===== src/rtl/sram_bus_responder.sv =====
// sram_bus_responder
// Bus-side responder for an asynchronous external SRAM. Accepts one word
// request at a time (read or byte-enabled write), runs it as a wait-stated
// SRAM cycle and returns a single-cycle response pulse. Every output,
// including all SRAM pins, comes straight from a flop.

module sram_bus_responder #(
  parameter logic [31:0] ADDR_BASE      = 32'h8000_0000,
  parameter int          ADDR_SIZE_LOG2 = 22,
  parameter int          READ_WAIT      = 2,
  parameter int          WRITE_WAIT     = 2
) (
  input  logic                      clk,
  input  logic                      rst,

  // request / response channel
  input  logic                      req_valid,
  input  logic                      req_we,
  input  logic [31:0]               req_addr,
  input  logic [31:0]               req_wdata,
  input  logic [3:0]                req_be,
  output logic                      resp_valid,
  output logic [31:0]               resp_rdata,
  output logic                      resp_error,
  output logic                      busy,

  // SRAM pins
  output logic [ADDR_SIZE_LOG2-3:0] sram_addr,
  output logic [31:0]               sram_data_out,
  output logic                      sram_data_oe,
  input  logic [31:0]               sram_data_in,
  output logic                      sram_ce_n,
  output logic                      sram_oe_n,
  output logic                      sram_we_n,
  output logic [3:0]                sram_be_n
);

  localparam int AW       = ADDR_SIZE_LOG2 - 2;
  localparam int MAX_WAIT = (READ_WAIT > WRITE_WAIT) ? READ_WAIT : WRITE_WAIT;
  // The counter only ever holds values up to MAX_WAIT-1.
  localparam int CNT_W    = (MAX_WAIT > 1) ? $clog2(MAX_WAIT) : 1;

  localparam logic [CNT_W-1:0] CNT_ZERO   = CNT_W'(0);
  localparam logic [CNT_W-1:0] CNT_ONE    = CNT_W'(1);
  localparam logic [CNT_W-1:0] READ_LOAD  = CNT_W'(READ_WAIT - 1);
  localparam logic [CNT_W-1:0] WRITE_LOAD = CNT_W'(WRITE_WAIT - 1);

  typedef enum logic [2:0] {
    ST_IDLE     = 3'd0,
    ST_RD       = 3'd1,
    ST_WR_SETUP = 3'd2,
    ST_WR_PULSE = 3'd3,
    ST_WR_HOLD  = 3'd4,
    ST_DONE     = 3'd5
  } state_t;

  state_t           state_r;
  logic [CNT_W-1:0] wait_cnt_r;

  logic [31:0]      offset_s;
  logic             out_of_window_s;
  logic [AW-1:0]    word_addr_s;
  logic             write_nop_s;

  // Byte offset into the window; anything at or above 2^ADDR_SIZE_LOG2
  // (including addresses below the base, which wrap) is outside.
  function automatic logic outside_window(input logic [31:0] offset);
    outside_window = ((offset >> ADDR_SIZE_LOG2) != 32'h0000_0000);
  endfunction

  // Word index inside the window; the two byte-lane bits are dropped.
  function automatic logic [AW-1:0] word_index(input logic [31:0] offset);
    word_index = offset[ADDR_SIZE_LOG2-1:2];
  endfunction

  // Decode the incoming request address and classify the request.
  always_comb begin
    offset_s        = req_addr - ADDR_BASE;
    out_of_window_s = outside_window(offset_s);
    word_addr_s     = word_index(offset_s);
    if (req_we && (req_be == 4'b0000)) begin
      write_nop_s = 1'b1;
    end else begin
      write_nop_s = 1'b0;
    end
  end

  // Access sequencer: owns the FSM state, wait counter, SRAM pins and response.
  always_ff @(posedge clk) begin
    if (rst) begin
      state_r       <= ST_IDLE;
      wait_cnt_r    <= CNT_ZERO;
      resp_valid    <= 1'b0;
      resp_rdata    <= 32'h0000_0000;
      resp_error    <= 1'b0;
      busy          <= 1'b0;
      sram_addr     <= '0;
      sram_data_out <= 32'h0000_0000;
      sram_data_oe  <= 1'b0;
      sram_ce_n     <= 1'b1;
      sram_oe_n     <= 1'b1;
      sram_we_n     <= 1'b1;
      sram_be_n     <= 4'b1111;
    end else begin
      // The response pulse lasts one cycle unless a state below raises it.
      resp_valid <= 1'b0;

      case (state_r)
        ST_IDLE: begin
          if (req_valid) begin
            busy <= 1'b1;
            if (out_of_window_s) begin
              // Rejected without touching the SRAM.
              state_r    <= ST_DONE;
              resp_valid <= 1'b1;
              resp_error <= 1'b1;
              resp_rdata <= 32'h0000_0000;
            end else if (write_nop_s) begin
              // A write with no lanes enabled completes immediately.
              state_r    <= ST_DONE;
              resp_valid <= 1'b1;
              resp_error <= 1'b0;
              resp_rdata <= 32'h0000_0000;
            end else if (!req_we) begin
              state_r      <= ST_RD;
              wait_cnt_r   <= READ_LOAD;
              sram_addr    <= word_addr_s;
              sram_data_oe <= 1'b0;
              sram_ce_n    <= 1'b0;
              sram_oe_n    <= 1'b0;
              sram_we_n    <= 1'b1;
              sram_be_n    <= 4'b0000;
            end else begin
              // Address, data and lanes settle a full cycle before we_n falls.
              state_r       <= ST_WR_SETUP;
              sram_addr     <= word_addr_s;
              sram_data_out <= req_wdata;
              sram_data_oe  <= 1'b1;
              sram_ce_n     <= 1'b0;
              sram_oe_n     <= 1'b1;
              sram_we_n     <= 1'b1;
              sram_be_n     <= ~req_be;
            end
          end else begin
            busy <= 1'b0;
          end
        end

        ST_RD: begin
          if (wait_cnt_r == CNT_ZERO) begin
            // Last wait cycle: sample the pad and release the SRAM.
            state_r      <= ST_DONE;
            resp_valid   <= 1'b1;
            resp_rdata   <= sram_data_in;
            resp_error   <= 1'b0;
            sram_data_oe <= 1'b0;
            sram_ce_n    <= 1'b1;
            sram_oe_n    <= 1'b1;
            sram_we_n    <= 1'b1;
            sram_be_n    <= 4'b1111;
          end else begin
            wait_cnt_r <= wait_cnt_r - CNT_ONE;
          end
        end

        ST_WR_SETUP: begin
          state_r    <= ST_WR_PULSE;
          wait_cnt_r <= WRITE_LOAD;
          sram_we_n  <= 1'b0;
        end

        ST_WR_PULSE: begin
          if (wait_cnt_r == CNT_ZERO) begin
            // Raise we_n but keep address, data and lanes for one more cycle.
            state_r   <= ST_WR_HOLD;
            sram_we_n <= 1'b1;
          end else begin
            wait_cnt_r <= wait_cnt_r - CNT_ONE;
          end
        end

        ST_WR_HOLD: begin
          state_r      <= ST_DONE;
          resp_valid   <= 1'b1;
          resp_rdata   <= 32'h0000_0000;
          resp_error   <= 1'b0;
          sram_data_oe <= 1'b0;
          sram_ce_n    <= 1'b1;
          sram_oe_n    <= 1'b1;
          sram_we_n    <= 1'b1;
          sram_be_n    <= 4'b1111;
        end

        ST_DONE: begin
          // req_valid is deliberately ignored here.
          state_r <= ST_IDLE;
          busy    <= 1'b0;
        end

        default: begin
          state_r      <= ST_IDLE;
          busy         <= 1'b0;
          sram_data_oe <= 1'b0;
          sram_ce_n    <= 1'b1;
          sram_oe_n    <= 1'b1;
          sram_we_n    <= 1'b1;
          sram_be_n    <= 4'b1111;
        end
      endcase
    end
  end

endmodule


===== config.mk =====
export PLATFORM = sky130hd
export DESIGN_NAME = sram_bus_responder
export DESIGN_NICKNAME = d
export VERILOG_FILES = /design/src/rtl/sram_bus_responder.sv
export SDC_FILE = /design/constraint.sdc
export NUM_CORES = 1
export LEC_CHECK = 0
export ABC_AREA = 1
export BUFFER_PORTS_ARGS = -buffer_cell sky130_fd_sc_hd__buf_2
export CAP_MARGIN = 20
export CORE_ASPECT_RATIO = 1.5
export CORE_MARGIN = 10
export CORE_UTILIZATION = 51
export DETAILED_ROUTE_END_ITERATION = 10
export PLACE_DENSITY = 0.89
export SLEW_MARGIN = 5
export SYNTH_ARGS = -nofsm -noshare
export SYNTH_HDL_FRONTEND = slang
export SYNTH_SLANG_ARGS = --single-unit

===== constraint.sdc =====
create_clock -name clk -period 2.3 [get_ports clk]
set_clock_uncertainty 0.05 [all_clocks]
set_input_delay 0.46 -clock clk [delete_from_list [all_inputs] [get_ports clk]]
set_output_delay 0.46 -clock clk [all_outputs]
set_load 0.03 [all_outputs]

---- Word-level counts from Yosys, hierarchy flattened ----
Cells that the tools add are included.
operators by class
  div/mod/pow operators ................... 0
  shifts and indexed selects .............. 0
  multipliers ............................. 0
  reductions and logical operators ........ 16
  order comparisons ....................... 0
  bitwise gates (word level) .............. 5
  add/subtract/negate cells ............... 2
  muxes and demuxes ....................... 52
  equal/unequal tests ..................... 13
operators by type and width
  cell                                            number
  2-to-1 mux 32 bit                               4
  case mux 32 bit (3 select lines)                1
  nonzero test 32 bit                             1
  subtractor 32 bit (second input constant)       1
  2-to-1 mux 1 bit                                26
  2-to-1 mux 4 bit                                5
  AND reduction 5 bit                             4
  case mux 1 bit (3 select lines)                 6
  2-to-1 mux 3 bit                                5
  case mux 3 bit (5 select lines)                 1
  != test 2 bit (second input constant)           7
  case mux 4 bit (3 select lines)                 1
  AND reduction 4 bit                             2
  == test 3 x 2 -> 1 bit (second input constant)  2
  == test 3 bit (second input constant)           2
  nonzero test 3 bit                              2
  zero test 4 bit                                 1
  inverter 1 bit                                  4
  inverter 4 bit                                  1
  case mux 1 bit (4 select lines)                 1
  OR reduction 4 bit                              1
  == test 3 x 1 -> 1 bit (second input constant)  1
  zero test 3 bit                                 1
  != test 3 bit (second input constant)           1
  7 further kinds                                 7
storage, ports and cells
  logic and storage cells ................. 101
  bits of input ports ..................... 104
  output and inout bits ................... 95
  bits in latches ......................... 0
  memory bits (read-only) ................. 0
  bits in writable memories ............... 0
  register bits after elaboration ......... 99
  memories ................................ 0

---- Longest topological paths before layout ----
Gate-level depths: netlist (run 1).
  depth after elaboration ................. 7
  mapped depth ............................ 10
  gate-level depth less buffers ........... 9

---- Worst setup path after synthesis (run 1) ----
No wires, ideal clock.
  kind .................................... input -> register
  start point ............................. input req_addr[29]
  end point ............................... register sram_data_out[12]
  data required time ...................... 2.137 ns
  stages on the path ...................... 7
  arrival time ............................ 1.387 ns
  setup slack ............................. 0.749 ns
  buffers on the path ..................... 1
  library setup time ...................... 0.113 ns
  path through ............................ nor2_1 -> nand3_1 -> nor2_2 -> nand3_2 -> clkbuf_1 -> nor2_1 -> nor2_1
on the way
  longest elaborated chain between the ends .. 4
RTL lines
  element                               RTL line  text
  start, declared                       19        input logic [31:0] req_addr,
  subtractor 32 bit                     78        offset_s = req_addr - ADDR_BASE;
  nonzero test 32 bit                   68        outside_window = ((offset >> ADDR_SIZE_LOG2) != 32'h0000_0000);
  inverter 1 bit (no source line)       -
  AND reduction 5 bit (no source line)  -
  end signal, assigned                  137       sram_data_out <= req_wdata;
  end, declared                         29        output logic [31:0] sram_data_out,
Every way passes these cells.
A chain may end at the register's enable or synchronous reset.

---- Worst setup path after layout (run 1) ----
  start point ............................. register state_r[0]
  end point ............................... register resp_rdata[9]
on the way
  longest elaborated chain between the ends .. 3
  elaborated cells on any way between the ends .. 9
  those cells by class .................... eq/ne: 5; mux: 1; reduce/logical: 3
RTL lines
  element                                                       RTL line  text
  start, declared                                               57        state_t state_r;
  start signal, assigned                                        91        state_r <= ST_IDLE;
  start signal, assigned                                        114       state_r <= ST_DONE;
  start signal, assigned                                        120       state_r <= ST_DONE;
  == test 3 x 1 -> 1 bit, or another cell as far along          108       case (state_r)
  != test 2 bit (no source line), or another cell as far along  -
  AND reduction 4 bit (no source line)                          -
  end signal, assigned                                          154       resp_rdata <= sram_data_in;
  end, declared                                                 23        output logic [31:0] resp_rdata,
Parallel ways exist; a longest one is shown, timed or not.

==> report_table.html, run 1 <==
<table>
<tr><th>Metric</th><th>Value</th></tr>
<tr><th colspan="2">Clock network</th></tr>
<tr><td>Library cell used as clock root buffer</td><td>clkbuf_16</td></tr>
<tr><td>H-tree depth</td><td>3</td></tr>
<tr><td>Deepest clock path buffer count</td><td>2</td></tr>
<tr><td>PostCTS Resize Cnt</td><td>0</td></tr>
<tr><td># hold bufs at CTS</td><td>0</td></tr>
<tr><td>Clock Latency Late Sink</td><td>340 ps</td></tr>
<tr><td>Clock sink total</td><td>99</td></tr>
<tr><td>CTS tree</td><td>built</td></tr>
<tr><td>Clock transition at the registers of the reported paths</td><td>70 ps</td></tr>
<tr><td>Post-CTS setup buffers</td><td>0</td></tr>
<tr><td>TritonCTS buffer count</td><td>9</td></tr>
<tr><th colspan="2">Run</th></tr>
<tr><td>Number of max-cap violations</td><td>0</td></tr>
<tr><th colspan="2">GRT</th></tr>
<tr><td>Global-route usage over all layers</td><td>19.5%</td></tr>
<tr><td>Fraction of met3 tracks used by global routing</td><td>8.77%</td></tr>
<tr><td>Total congestion overflow after global routing</td><td>0</td></tr>
<tr><td>Initial antenna violation count</td><td>3</td></tr>
<tr><td>Global-route wire length before repair</td><td>20400 um</td></tr>
<tr><td>Met2 Usage GRT</td><td>33.0%</td></tr>
<tr><td>Met1 usage</td><td>19.9%</td></tr>
<tr><td>Most Crowded Layer GR</td><td>met2</td></tr>
<tr><td>Vias in the first global route</td><td>4445</td></tr>
<tr><td>Largest net degree at the start of global routing</td><td>65</td></tr>
<tr><th colspan="2">Yosys</th></tr>
<tr><td>Simple-gate share of the synthesized area</td><td>41.8%</td></tr>
<tr><td>Sequential area share after synthesis</td><td>44.2%</td></tr>
<tr><td>Dominant combinational cell family by area after synthesis</td><td>simple AND/OR/NAND/NOR gates</td></tr>
<tr><td>Distinct cell type count of the synthesized netlist</td><td>23</td></tr>
<tr><td>Xor-xnor portion of the synthesized cell area</td><td>0%</td></tr>
<tr><td>Share of the synthesized area in compound gates (AO/OA/AOI/OAI)</td><td>1.48%</td></tr>
<tr><td>Mean cell area of the mapped netlist</td><td>6.35 um^2</td></tr>
<tr><td>Number of warnings printed during yosys synthesis</td><td>0</td></tr>
<tr><td>Net Count, Synth</td><td>811</td></tr>
<tr><td>Share of synthesized cell area in full adder, half adder and majority cells</td><td>0%</td></tr>
<tr><td>Post-synthesis instance total</td><td>707</td></tr>
<tr><td>Flops &amp; latches, synth</td><td>99</td></tr>
<tr><td>Synth Cell Area</td><td>4490 um^2</td></tr>
<tr><td>Fraction of synthesized area in multiplexers</td><td>0%</td></tr>
<tr><th colspan="2">Power</th></tr>
<tr><td>Int Power</td><td>3.20 mW</td></tr>
<tr><td>Sequential group share of total power</td><td>39.6%</td></tr>
<tr><td>Peak supply drop</td><td>0.504 mV</td></tr>
<tr><td>P_leak</td><td>3.43 nW</td></tr>
<tr><td>Part of the total power dissipated in the clock network</td><td>27.1%</td></tr>
<tr><td>P_sw</td><td>1.94 mW</td></tr>
<tr><td>Net switching share of the total power</td><td>37.7%</td></tr>
<tr><td>Power Dens Cells</td><td>890 nW/um^2</td></tr>
<tr><td>Part of the total power dissipated in combinational logic</td><td>33.4%</td></tr>
<tr><th colspan="2">Cells and area</th></tr>
<tr><td>Synthesis-to-layout area growth</td><td>28.6%</td></tr>
<tr><td>Utilization of the core after routing</td><td>67.8%</td></tr>
<tr><td>Most common cell after layout, fill and taps aside</td><td>nor2_1</td></tr>
<tr><td>Highest-count cells in the layout ignoring fill and taps</td><td>nor2_1, buf_2, nand2_1, dfxtp_1, inv_1</td></tr>
<tr><td>Layout cell share with drive strength beyond 1</td><td>26.9%</td></tr>
<tr><td>Nets</td><td>995</td></tr>
<tr><th colspan="2">STA</th></tr>
<tr><td>Total negative slack for setup checks</td><td>0 ps</td></tr>
<tr><td>Number of pins exceeding their max-slew limit in the final report</td><td>0</td></tr>
<tr><td>Number of hold violations in the final report</td><td>0</td></tr>
<tr><td>Part of the cycle the worst path needs</td><td>81.8%</td></tr>
<tr><td>Setup repair after global routing missed its margin</td><td>false</td></tr>
<tr><td>Final Critical Period</td><td>1880 ps</td></tr>
<tr><td>Remaining max-slew budget at the tightest pin</td><td>61.5%</td></tr>
<tr><td>Number of setup violations in the final report</td><td>0</td></tr>
<tr><td>Post-layout worst setup margin</td><td>418 ps</td></tr>
<tr><td>Slew at the pin closest to its max-slew limit</td><td>578 ps</td></tr>
<tr><td>Maximum operating frequency</td><td>531 MHz</td></tr>
<tr><th colspan="2">Worst setup path</th></tr>
<tr><td>CP startpoint kind</td><td>register</td></tr>
<tr><td>Setup Crit Path Kind</td><td>reg -&gt; reg</td></tr>
<tr><td>Worst path required time</td><td>2530 ps</td></tr>
<tr><td>Critical path peak fanout</td><td>21</td></tr>
<tr><td>Sort of element at the end of the critical path</td><td>register</td></tr>
<tr><td>WP data arrival</td><td>2110 ps</td></tr>
<tr><th colspan="2">Routing</th></tr>
<tr><td>Sum of routed wire length over all layers</td><td>12800 um</td></tr>
<tr><td>Count of TritonRoute iterations in the first routing pass</td><td>4</td></tr>
<tr><td>Via count of the routed design</td><td>4591</td></tr>
<tr><td>DR DRC count</td><td>0</td></tr>
<tr><td>Via/cell ratio</td><td>4.57</td></tr>
<tr><td>Detailed router's first-iteration violation count</td><td>202</td></tr>
<tr><td>WL per Instance</td><td>12.7 um</td></tr>
<tr><td>Post-DRT Antenna Nets</td><td>0</td></tr>
<tr><th colspan="2">Place</th></tr>
<tr><td>Detailed placer's ending HPWL</td><td>9840 um</td></tr>
<tr><td>Placer Congestion</td><td>0.822</td></tr>
<tr><td>PortBufs</td><td>196</td></tr>
<tr><td>Minimum setup slack after placement</td><td>392 ps</td></tr>
<tr><th colspan="2">Floorplanning</th></tr>
<tr><td>Die span in y</td><td>135 um</td></tr>
<tr><td>DIE AREA</td><td>13000 um^2</td></tr>
<tr><td>Starting Density</td><td>52.7%</td></tr>
<tr><td>IO Pins</td><td>199</td></tr>
<tr><td>Core footprint</td><td>8520 um^2</td></tr>
<tr><td>Horizontal extent of the die</td><td>96.6 um</td></tr>
<tr><td>FP Rows</td><td>41</td></tr>
<tr><th colspan="2">Hold path</th></tr>
<tr><td>Worst Hold Class</td><td>in -&gt; reg</td></tr>
<tr><th colspan="2">Run status</th></tr>
<tr><td>Status</td><td>completed</td></tr>
</table>
==> through the flow <==
stage	power [mW]	cell area, um^2	hold WS [ps]	cells
after floorplan	3.37	4490	449	707
after global placement	3.77	5500	383	987
after detailed placement	3.79	5500	388	987
after CTS	5.19	5770	277	1003
after global routing	5.46	5770	275	1005
final	5.13	5770	284	1005
==> power by group through the flow <==
stage / Clock, mW / Combinational (mW) / Sequential, mW
6_report: 1.39 / 1.71 / 2.03
4_1_cts: 1.42 / 1.73 / 2.03
5_1_grt: 1.49 / 1.91 / 2.06
3_5_place_dp: 0 / 1.72 / 2.07
3_3_place_gp: 0 / 1.71 / 2.06
2_1_floorplan: 0 / 0.921 / 2.45
==> per-layer routing <==
metal | vias up | wire length [um]
met1 | 1950 | 4730
met4 | 2 | 374
met3 | 29 | 1430
met5 | - | 13
li1 | 2452 | -
met2 | 158 | 6260
==> Yosys cell counts (all sizes together) <==
master  count  area, um^2
and3        1        6.26
o21ai       6        30.0
and2        1        6.26
inv       102         383
a21oi       6        30.0
nor2      212         831
dfxtp      99        1980
clkbuf     10        37.5
nand2     188         726
a31oi       1        6.26
buf        23         144
nand3      57         300
nand4       1        6.26
==> registers in the layout (all words and copies together), names as in the netlist <==
| name | count |
|---|---|
| resp_valid | 1 |
| sram_be_n | 4 |
| busy | 1 |
| wait_cnt_r | 1 |
| resp_rdata | 32 |
| sram_we_n | 1 |
| sram_addr | 20 |
| resp_error | 1 |
| sram_data_oe | 1 |
| sram_ce_n | 1 |
| sram_oe_n | 1 |
| state_r | 3 |
| sram_data_out | 32 |
==> logic make-up (layout without fill, tap and decap cells) <==
kind of cell | Yosys count | after routing
compound gates | 13 | 13
buf+inv | 135 | 324
flops | 99 | 99
other cells | 0 | 2
simple gates | 460 | 460
==> worst max-delay path, stage by stage, from the launching register on <==
cell	delay, ps
dfxtp_1	520
nand2_4	110
nor2_4	220
inv_2	60
nand2_1	90
nand2_2	250
nand2_2	330
nor2_1	80
nor2_1	100
==> path summary, 6_finish.rpt <==
kind,startpoint,end,slack [ps],depth (start not counted)
worst max-delay path,state_r[0]$_SDFFE_PP0P_,resp_rdata[9]$_SDFFE_PP0P_,420,8
worst min-delay path,req_addr[14],sram_addr[12]$_SDFFE_PP0P_,280,3
worst max register to register,state_r[0]$_SDFFE_PP0P_,resp_rdata[9]$_SDFFE_PP0P_,420,8
worst min register to register,sram_ce_n$_SDFFE_PP1P_,sram_ce_n$_SDFFE_PP1P_,400,2
==> final cells by class <==
| type | instances | area [um^2] |
|---|---|---|
| Timing Repair Buffer | 206 | 1060 |
| Multi-Input combinational cell | 473 | 1940 |
| Clock inverter | 6 | 40.0 |
| Fill cell | 798 | 2750 |
| Sequential cell | 99 | 1980 |
| Inverter | 102 | 383 |
| Antenna cell | 2 | 5.00 |
| Tap cell | 107 | 134 |
| Clock buffer | 10 | 229 |
Note: power is estimated with default switching activity, not from simulation.
==> run 2: changes to the inputs <==
--- a/config.mk
+++ b/config.mk
@@ -10,9 +10,9 @@
 export CAP_MARGIN = 20
 export CORE_ASPECT_RATIO = 1.5
 export CORE_MARGIN = 10
-export CORE_UTILIZATION = 51
+export CORE_UTILIZATION = 43
 export DETAILED_ROUTE_END_ITERATION = 10
-export PLACE_DENSITY = 0.89
+export PLACE_DENSITY = 0.81
 export SLEW_MARGIN = 5
 export SYNTH_ARGS = -nofsm -noshare
 export SYNTH_HDL_FRONTEND = slang
==> constraint.sdc (replaced) <==
create_clock -name clk -period 1.7 [get_ports clk]
set_clock_uncertainty 0.05 [all_clocks]
set_input_delay 0.34 -clock clk [delete_from_list [all_inputs] [get_ports clk]]
set_output_delay 0.34 -clock clk [all_outputs]
set_load 0.03 [all_outputs]
==> report_table.html, run 2 (synthesis gave the netlist of run 1 again) <==
<table>
<tr><th>Metric</th><th>Value</th></tr>
<tr><th colspan="2">Worst setup path</th></tr>
<tr><td>Critical path peak fanout</td><td>40</td></tr>
<tr><td>Top cell by count, worst path</td><td>nand2_1</td></tr>
<tr><td>WP data arrival</td><td>1760 ps</td></tr>
<tr><td>Setup Crit Path Kind</td><td>reg -&gt; reg</td></tr>
<tr><td>Delay of the slowest critical-path stage</td><td>360 ps</td></tr>
<tr><td>CP Cell Sequence</td><td>nor2_4 &gt; nand2_1 &gt; inv_2 &gt; nand4_1 &gt; buf_12 &gt; nand2_1 &gt; nand2_1 &gt; nor2_1</td></tr>
<tr><td>Crit-path leading delay family</td><td>simple AND/OR/NAND/NOR gates</td></tr>
<tr><td>Worst path required time</td><td>1920 ps</td></tr>
<tr><td>Sort of element at the end of the critical path</td><td>register</td></tr>
<tr><td>Critical path buffers and inverters</td><td>2</td></tr>
<tr><td>CP startpoint kind</td><td>register</td></tr>
<tr><td>Cell with the biggest individual delay on the critical path</td><td>dfxtp_2</td></tr>
<tr><th colspan="2">STA</th></tr>
<tr><td>Final Critical Period</td><td>1540 ps</td></tr>
<tr><td>Setup repair after global routing missed its margin</td><td>false</td></tr>
<tr><td>Part of the cycle the worst path needs</td><td>90.7%</td></tr>
<tr><td>Post-layout worst setup margin</td><td>159 ps</td></tr>
<tr><td>Remaining max-slew budget at the tightest pin</td><td>81.5%</td></tr>
<tr><td>Number of hold violations in the final report</td><td>0</td></tr>
<tr><td>Total negative slack for setup checks</td><td>0 ps</td></tr>
<tr><td>Slew at the pin closest to its max-slew limit</td><td>277 ps</td></tr>
<tr><td>Maximum operating frequency</td><td>649 MHz</td></tr>
<tr><td>Number of setup violations in the final report</td><td>0</td></tr>
<tr><td>Number of pins exceeding their max-slew limit in the final report</td><td>0</td></tr>
<tr><th colspan="2">Run status</th></tr>
<tr><td>Status</td><td>completed</td></tr>
<tr><th colspan="2">Floorplanning</th></tr>
<tr><td>DIE AREA</td><td>15000 um^2</td></tr>
<tr><td>Core footprint</td><td>10200 um^2</td></tr>
<tr><td>Horizontal extent of the die</td><td>103 um</td></tr>
<tr><td>Starting Density</td><td>44.0%</td></tr>
<tr><td>IO Pins</td><td>199</td></tr>
<tr><td>FP Rows</td><td>45</td></tr>
<tr><td>Die span in y</td><td>145 um</td></tr>
<tr><th colspan="2">Cells and area</th></tr>
<tr><td>Count of placed standard cells in the final layout, fillers left out</td><td>1047</td></tr>
<tr><td>Layout Cell Area excl Fill</td><td>6020 um^2</td></tr>
<tr><td>Top flop regs</td><td>resp_rdata: 32 flops, sram_data_out: 32 flops, sram_addr: 20 flops</td></tr>
<tr><td>Synthesis-to-layout area growth</td><td>34.1%</td></tr>
<tr><td>Most common cell after layout, fill and taps aside</td><td>nor2_1</td></tr>
<tr><td>Highest-count cells in the layout ignoring fill and taps</td><td>nor2_1, buf_2, nand2_1, inv_1, dfxtp_1</td></tr>
<tr><td>Utilization of the core after routing</td><td>59.1%</td></tr>
<tr><td>Nets</td><td>1004</td></tr>
<tr><td>Layout cell share with drive strength beyond 1</td><td>28.0%</td></tr>
<tr><th colspan="2">Clock network</th></tr>
<tr><td>Clock transition at the registers of the reported paths</td><td>70 ps</td></tr>
<tr><td>Deepest clock path buffer count</td><td>2</td></tr>
<tr><td>CTS tree</td><td>built</td></tr>
<tr><td>Library cell used as clock root buffer</td><td>clkbuf_16</td></tr>
<tr><td>H-tree depth</td><td>3</td></tr>
<tr><td>Clock Latency Late Sink</td><td>330 ps</td></tr>
<tr><td>Clock sink total</td><td>99</td></tr>
<tr><td>TritonCTS buffer count</td><td>9</td></tr>
<tr><th colspan="2">Hold path</th></tr>
<tr><td>Worst Hold Class</td><td>in -&gt; reg</td></tr>
<tr><th colspan="2">Place</th></tr>
<tr><td>Placer Congestion</td><td>0.851</td></tr>
<tr><td>PortBufs</td><td>196</td></tr>
<tr><td>Detailed placer's ending HPWL</td><td>9820 um</td></tr>
<tr><td>Minimum setup slack after placement</td><td>-6.56 ps</td></tr>
<tr><td>Count of placed standard cells including taps</td><td>1030</td></tr>
<tr><td>Post-Place Cell Area</td><td>5670 um^2</td></tr>
<tr><th colspan="2">Power</th></tr>
<tr><td>P_leak</td><td>3.54 nW</td></tr>
<tr><td>Power Dens Cells</td><td>1250 nW/um^2</td></tr>
<tr><td>Int Power</td><td>4.93 mW</td></tr>
<tr><td>Part of the total power dissipated in combinational logic</td><td>32.6%</td></tr>
<tr><td>P_sw</td><td>2.59 mW</td></tr>
<tr><td>Peak supply drop</td><td>0.697 mV</td></tr>
<tr><td>Sequential group share of total power</td><td>36.6%</td></tr>
<tr><td>Part of the total power dissipated in the clock network</td><td>30.8%</td></tr>
<tr><td>Net switching share of the total power</td><td>34.5%</td></tr>
<tr><th colspan="2">Routing</th></tr>
<tr><td>Met3 WL</td><td>1390 um</td></tr>
<tr><td>Detailed router's first-iteration violation count</td><td>168</td></tr>
<tr><td>Via/cell ratio</td><td>4.32</td></tr>
<tr><td>Via count of the routed design</td><td>4521</td></tr>
<tr><td>Met2 routed wirelength</td><td>6280 um</td></tr>
<tr><td>DR DRC count</td><td>0</td></tr>
<tr><td>Max Used Layer</td><td>met5</td></tr>
<tr><td>Count of TritonRoute iterations in the first routing pass</td><td>4</td></tr>
<tr><td>Sum of routed wire length over all layers</td><td>12700 um</td></tr>
<tr><td>Post-DRT Antenna Nets</td><td>0</td></tr>
<tr><td>WL per Instance</td><td>12.2 um</td></tr>
<tr><td>Met1 WL</td><td>4830 um</td></tr>
<tr><th colspan="2">GRT</th></tr>
<tr><td>Global-route wire length before repair</td><td>20400 um</td></tr>
<tr><td>Largest net degree at the start of global routing</td><td>65</td></tr>
<tr><td>Vias in the first global route</td><td>4224</td></tr>
<tr><td>Global-route usage over all layers</td><td>16.9%</td></tr>
<tr><td>Total congestion overflow after global routing</td><td>0</td></tr>
<tr><td>Initial antenna violation count</td><td>2</td></tr>
<tr><th colspan="2">Run</th></tr>
<tr><td>Number of max-cap violations</td><td>0</td></tr>
</table>
run 2: changes by cell type in the layout (fill, tap and decap cells not counted), sizes merged:
cell	previous run	this run
buf	206	215
bufinv	0	3
inv	104	102
clkbuf	10	11
clkinv	3	2
clkinvlp	1	0
diode	2	1
run 2: area by class of cell:
| type | instances | area (um^2) |
|---|---|---|
| diodes | 1 | 2.50 |
| clock buffers | 11 | 243 |
| clock inverters | 5 | 100 |
| fillers | 1006 | 4170 |
| inverters | 102 | 383 |
| multi-input cells | 473 | 1940 |
| flip-flops and latches | 99 | 1990 |
| well taps | 141 | 176 |
| repair buffers | 215 | 1190 |
run 2: what timing repair did:
action	4_1_cts	5_1_grt
buffers inserted	0	0
endpoints found under the setup margin	0	16
hold buffers	0	0
resized for setup	0	3
run 2: worst reg2reg max path: cells and delay by family (launching register included):
family | cells | cell delay [ps]
flip-flops | 1 | 360
AND/OR/NAND/NOR | 6 | 710
buffers and inverters | 2 | 370
run 2: metrics by stage:
stage	power (mW)	hold slack, ps
detailed placement	5.28	391
global placement	5.25	387
floorplan	4.55	359
CTS	7.61	161
global route	8.01	169
finish	7.52	172
run 2: worst paths after layout:
kind              depth (start not counted)                     from  slack, ps                             end
hold / removal                            3            req_wdata[13]        170  sram_data_out[13]$_SDFFE_PP0P_
setup reg to reg                          8  state_r[2]$_SDFFE_PP0P_        160      sram_addr[15]$_SDFFE_PP0P_
setup / recovery                          8  state_r[2]$_SDFFE_PP0P_        160      sram_addr[15]$_SDFFE_PP0P_
hold reg to reg                           2   sram_ce_n$_SDFFE_PP1P_        410          sram_ce_n$_SDFFE_PP1P_
run 2: layer usage:
layer	vias up	GRT usage, %
li1	2466	-
met3	14	7.12
met4	2	6.15
met5	-	0
met2	134	28.0
met1	1905	18.4
run 2: power groups by stage:
stage | Clock [mW] | Sequential, mW | Combinational [mW]
3_3_place_gp | 0 | 2.79 | 2.46
3_5_place_dp | 0 | 2.80 | 2.48
5_1_grt | 2.49 | 2.79 | 2.73
4_1_cts | 2.38 | 2.75 | 2.48
6_report | 2.31 | 2.75 | 2.45
2_1_floorplan | 0 | 3.31 | 1.25
